$ cat src/rtl/t04_memory_handler.sv
// t04_memory_handler: turns the datapath's fetch/load/store request into one
// word-wide request/acknowledge bus transaction at a time. Every access ends
// with exactly one single-cycle i_ack or d_ack pulse. A bounded timeout
// force-completes an access when the target never answers.
module t04_memory_handler #(
    parameter int          TIMEOUT_CYCLES = 255,
    parameter logic [31:0] NOP_WORD       = 32'h0000_0013
) (
    input  logic        clk,
    input  logic        rst,
    input  logic [31:0] final_address,
    input  logic [31:0] mem_store,
    input  logic        MemRead,
    input  logic        MemWrite,
    output logic        i_ack,
    output logic        d_ack,
    output logic [31:0] instruction,
    output logic [31:0] memload,
    output logic        bus_req,
    output logic        bus_we,
    output logic [31:0] bus_addr,
    output logic [31:0] bus_wdata,
    output logic [3:0]  bus_sel,
    input  logic [31:0] bus_rdata,
    input  logic        bus_ack,
    output logic        timeout_err
);

    // Counter only has to reach TIMEOUT_CYCLES-1; the access leaves REQ there,
    // so it never wraps.
    localparam int             CNT_W    = $clog2(TIMEOUT_CYCLES + 1);
    localparam logic [CNT_W-1:0] CNT_LAST = CNT_W'(TIMEOUT_CYCLES - 1);

    typedef enum logic [1:0] {
        IDLE,
        REQ,
        ACK
    } state_t;

    typedef enum logic [1:0] {
        KIND_FETCH,
        KIND_LOAD,
        KIND_STORE
    } kind_t;

    state_t           state;
    kind_t            kind;
    logic [CNT_W-1:0] cnt;

    // Only whole-word accesses are ever issued.
    assign bus_sel = 4'hF;

    // Single FSM: sample request in IDLE, run the bus handshake in REQ,
    // emit the one-cycle Moore acknowledge in ACK.
    always_ff @(posedge clk or negedge rst) begin
        if (!rst) begin
            state       <= IDLE;
            kind        <= KIND_FETCH;
            cnt         <= '0;
            bus_req     <= 1'b0;
            bus_we      <= 1'b0;
            bus_addr    <= 32'h0;
            bus_wdata   <= 32'h0;
            i_ack       <= 1'b0;
            d_ack       <= 1'b0;
            timeout_err <= 1'b0;
            instruction <= NOP_WORD;
            memload     <= 32'h0;
        end else begin
            case (state)
                IDLE: begin
                    // Stores win over loads when both flags are raised.
                    state    <= REQ;
                    bus_req  <= 1'b1;
                    bus_addr <= {final_address[31:2], 2'b00};
                    cnt      <= '0;
                    if (MemWrite) begin
                        kind      <= KIND_STORE;
                        bus_we    <= 1'b1;
                        bus_wdata <= mem_store;
                    end else if (MemRead) begin
                        kind   <= KIND_LOAD;
                        bus_we <= 1'b0;
                    end else begin
                        kind   <= KIND_FETCH;
                        bus_we <= 1'b0;
                    end
                end

                REQ: begin
                    if (bus_ack) begin
                        // A real acknowledge beats a coinciding timeout.
                        if (kind == KIND_FETCH) begin
                            instruction <= bus_rdata;
                        end else if (kind == KIND_LOAD) begin
                            memload <= bus_rdata;
                        end
                        bus_req <= 1'b0;
                        cnt     <= '0;
                        state   <= ACK;
                        i_ack   <= (kind == KIND_FETCH);
                        d_ack   <= (kind != KIND_FETCH);
                    end else if (cnt == CNT_LAST) begin
                        // Dead target: hand the core a harmless value.
                        if (kind == KIND_FETCH) begin
                            instruction <= NOP_WORD;
                        end else if (kind == KIND_LOAD) begin
                            memload <= 32'h0;
                        end
                        timeout_err <= 1'b1;
                        bus_req     <= 1'b0;
                        cnt         <= '0;
                        state       <= ACK;
                        i_ack       <= (kind == KIND_FETCH);
                        d_ack       <= (kind != KIND_FETCH);
                    end else begin
                        cnt <= cnt + CNT_W'(1);
                    end
                end

                ACK: begin
                    i_ack <= 1'b0;
                    d_ack <= 1'b0;
                    state <= IDLE;
                end

                default: begin
                    state <= IDLE;
                end
            endcase
        end
    end

endmodule
$ cat config.mk
export PLATFORM = sky130hd
export DESIGN_NAME = t04_memory_handler
export DESIGN_NICKNAME = d
export VERILOG_FILES = /design/src/rtl/t04_memory_handler.sv
export SDC_FILE = /design/constraint.sdc
export NUM_CORES = 1
export LEC_CHECK = 0
export BUFFER_PORTS_ARGS = -buffer_cell sky130_fd_sc_hd__buf_2
export CAP_MARGIN = 20
export CORE_ASPECT_RATIO = 0.75
export CORE_MARGIN = 3
export CORE_UTILIZATION = 53
export CTS_BUF_LIST = sky130_fd_sc_hd__clkbuf_8
export CTS_CLUSTER_DIAMETER = 50
export DETAILED_ROUTE_END_ITERATION = 10
export HOLD_SLACK_MARGIN = 0.15
export PLACE_DENSITY = 0.84
export SLEW_MARGIN = 10
export SYNTH_ARGS = -nofsm -noshare
export SYNTH_HDL_FRONTEND = slang
export SYNTH_SLANG_ARGS = --single-unit
$ cat constraint.sdc
create_clock -name clk -period 5.1 [get_ports clk]
set_input_delay 1.02 -clock clk [delete_from_list [all_inputs] [get_ports clk]]
set_output_delay 1.02 -clock clk [all_outputs]
set_load 0.005 [all_outputs]
# After elaboration in Yosys (flattened, before gate mapping)
# Index checks and enable logic that the tools add are counted.
[totals]
word_cells = 60
out_inout_bits = 137
romBits = 0
latch_bits = 0
ram_bits = 0
inputBits = 101
n_memories = 0
register_bits = 143
[op_classes]
addsub = 1
magnitude_cmp = 0
bitwise_logic = 2
n_mul = 0
n_mux = 28
n_reduce_logical = 12
div_mod_pow = 0
n_shift = 0
eq_ne = 5
[ops]
columns = ["operator", "count"]
rows = [
  ["$mux 32", 10],
  ["$mux 8", 2],
  ["$pmux 8 s2", 1],
  ["$add 8x1->8 const B", 1],
  ["$eq 8x8->1 const B", 1],
  ["$mux 1", 8],
  ["$reduce_bool 2->1", 4],
  ["$mux 2", 3],
  ["$pmux 1 s2", 3],
  ["$reduce_and 2->1", 3],
  ["$reduce_and 3->1", 2],
  ["$eq 2x1->1 const B", 2],
  ["$logic_not 2->1", 2],
  ["$pmux 2 s2", 1],
  ["$reduce_and 4->1", 1],
  ["$ne 3x3->1 const B", 1],
  ["$eq 2x2->1 const B", 1],
  ["$not 1->1", 2],
]

# Logic depth before layout (Yosys ltp)
[logic_depth]
ltp_word = 5
ltp_mapped = 8
ltp_nobuf = 7

# Least setup slack after synthesis
# No wires, ideal clock.
[synth_path]
path_type = "input to register"
start = "input port bus_ack"
end = "register instruction[22]"
arrival_ns = 2.017
path_slack_ns = 2.958
required_time_ns = 4.975
setup_ns = 0.125
path_stages = 5
path_buffers = 2
path_cell_list = "a21oi_2 -> or4_4 -> buf_6 -> buf_6 -> mux2_4"
[synth_via]
elab_chain_len = 2
elab_cells_between_ends = 3
cone_classes = "mux: 1; reduce/logical: 2"
[synth_rtl]
columns = ["item", "line_no", "rtl"]
rows = [
  ["start: declaration", "25", "input logic bus_ack,"],
  ["$reduce_bool 2->1 (no line)", "-", ""],
  ["$reduce_and 3->1 (no line)", "-", ""],
  ["end signal: assignment", "94", "instruction <= bus_rdata;"],
  ["end: declaration", "17", "output logic [31:0] instruction,"],
]
# Several ways; a longest one is shown, not always the timed one.
# A chain may end at the register's enable or synchronous reset.

# Final worst setup path
# Ends and elaborated chain as after synthesis.

==> run metrics <==
status=complete, no violations; CP max-delay cell=or4_4; Setup crit start kind=input pin; Synth cell types=38; Leak Pwr=0.00385 uW; # IOs=238; endpoints failing setup=0; setup ws final=2430 ps; most frequent cells in the layout=buf_2 (228), dfrtp_1 (139), mux2_2 (67), nand2_1 (41), inv_1 (28); layout cells sized above 1=0.523; initial antenna violation count=3; synthesis-stage register bit count=142; RSZ-0062 raised after global routing=no; initial DRC count=271; Final Wtd Congestion=0.832; Tightest Pin Transition=994 ps; global-route wire length before repair=22.5 mm; CP endpoint=instruction[22]; clk buf depth=2; number of fill cells=723; ys flop type=dfrtp_1; Post-Syn Instances=421; Die W=125 um; Num CTS Buffers=17; Hold Path Class=register to register; Power Total=4430 uW; Setup Skew=12.3 ps; Cell Chain, Critical Path=buf_2 -> a21oi_2 -> or4_4 -> mux2_4; DR pass1 iterations=4; Layout area overhead=29.2%; IO buf count=229; Hold Slack=484 ps; Setup CP Type=input pin to register; DR vias=4,215; gr usage total=0.242; Max Slew Vio Count=0; Post-route DRC=0; HPWL after DPL=10.4 mm; Mapped Area=0.00567 mm^2; Reg2Reg Depth=6; number of synthesized flops with an enable pin=0; number of max-cap violations=0; clock root cell=clkbuf_8; GR Overflow Total=0; YS warnings=0; drt via density=5.29; number of global-route vias before repair=4,392; RR Startpoint=state[1]; CP endpoint kind=register; syn_area_per_cell=13.5 um^2; CTS clk-pin slew, worst paths=80 ps; critical path arrival=2990 ps; Peak supply drop=0.414 mV; Seq/Total Area, Yosys=0.627; H-tree Lvls=4; die area=0.0120 mm^2; reg-to-reg slack, setup=2750 ps; max_slew headroom=0.337; Critical Path RT=5420 ps; Post-CTS Resized=0; setup TNS=0 ps; area of the multi-input gates=0.00187 mm^2; WL final=14.6 mm; crit-path max cell delay=750 ps; Async SR Flop Fraction=1.00; number of diodes=0; Setup Slack @ Placement=1990 ps; clock period minus worst slack=2670 ps; CP max FO=53; CTS tree=yes; FP Rows=32; Final ANT Viol Nets=0; clk sinks=142; Die Height=95.6 um; Seq. cell area=0.00356 mm^2; # nets final=751; postcts setup bufs=0; final worst-path cycle share=0.524; worst-skew pair later-pin latency=440 ps; R2R Path End=memload[1]; most common cell after layout, fill and taps aside=buf_2; CP startpoint=bus_ack; maximum clock rate=374 MHz; Power Dens Cells=605 mW/mm^2; hold buffers post-CTS=0; initial core utilization=0.547; WL/cell=18.3 um; area of the core=0.0104 mm^2; final hold vios=0; largest net degree at the start of global routing=106
-- through the flow --
step | instances | instance area (um^2) | util
6_report | 797 | 7320 | 0.706
5_1_grt | 797 | 7320 | 0.706
4_1_cts | 797 | 7320 | 0.706
3_5_place_dp | 765 | 6890 | 0.665
3_3_place_gp | 765 | 6890 | 0.665
2_1_floorplan | 425 | 5690 | -
-- state kept, by name, summed over array words and instances (netlist names) --
name / cells
cnt: 8
d_ack: 1
timeout_err: 1
instruction: 32
kind: 1
bus_we: 1
bus_addr: 30
state: 2
memload: 32
i_ack: 1
bus_req: 1
bus_wdata: 32
-- metal layers --
layer | GRT usage | vias to the layer above | routed length (um)
met5 | 0 | - | 28
met4 | 0.104 | 6 | 277
met2 | 0.404 | 183 | 7340
met3 | 0.0997 | 29 | 1270
li1 | - | 1909 | -
met1 | 0.280 | 2088 | 5690
-- cell families after synthesis --
family / after synthesis / share of synthesized area
adders and majority gates: 2 / 0.00441
xor gates and xnor gates: 1 / 0.00154
and+or+nand+nor: 69 / 0.0578
AOI/OAI and AO/OA: 52 / 0.0768
other: 2 / 0.00132
muxes: 95 / 0.184
DFF: 142 / 0.627
buffers and inverters: 58 / 0.0466
-- worst max-delay path: cells and delay by family --
kind            cells  cell delay, ps
mux                 1             390
compound gates      1              70
simple gates        1             750
buf+inv             1             720
-- power breakdown --
part / internal [uW] / switching [uW]
Combinational: 847 / 675
Sequential: 1650 / 295
Clock: 507 / 459
Total: 3000 / 1430
-- worst min-delay path by stage --
| stage | start | end | slack (ps) | cells after the start |
|---|---|---|---|---|
| floorplan | timeout_err | timeout_err | 470 | 1 |
| global placement | timeout_err | timeout_err | 460 | 1 |
| detailed placement | bus_req | bus_req | 460 | 1 |
| CTS | bus_req | bus_req | 480 | 1 |
| global route | bus_req | bus_req | 510 | 1 |
| finish | bus_req | bus_req | 480 | 1 |
-- layout make-up --
class                      count  share of cell area
sequential                   142               0.486
multi-input combinational    225               0.256
timing repair buffer         234               0.162
clock buffer                  18              0.0338
clock inverter                14              0.0249
tap                          136              0.0232
inverter                      28              0.0143
-- Yosys cell counts (2+ instances only) --
library cell,instances,area (um^2)
dfrtp_1,139,3480
mux2_2,67,754
nand2_1,41,154
inv_1,28,105
mux2i_1,26,260
a32o_1,17,170
clkbuf_1,17,63.8
a22o_1,15,131
buf_4,7,52.6
o21ai_0,7,35.0
nand2b_1,6,37.5
and2_1,5,31.3
buf_2,4,20.0
dfstp_2,3,78.8
nand3_1,3,15.0
nor2_1,3,11.3
or3_1,3,18.8
a211o_1,2,17.5
a21o_1,2,15.0
a21oi_1,2,10.0
buf_6,2,22.5
conb_1,2,7.51
ha_1,2,25.0
mux2_4,2,30.0
nor3_1,2,10.0
o211ai_1,2,15.0
Note: power is estimated with default switching activity, not from simulation.
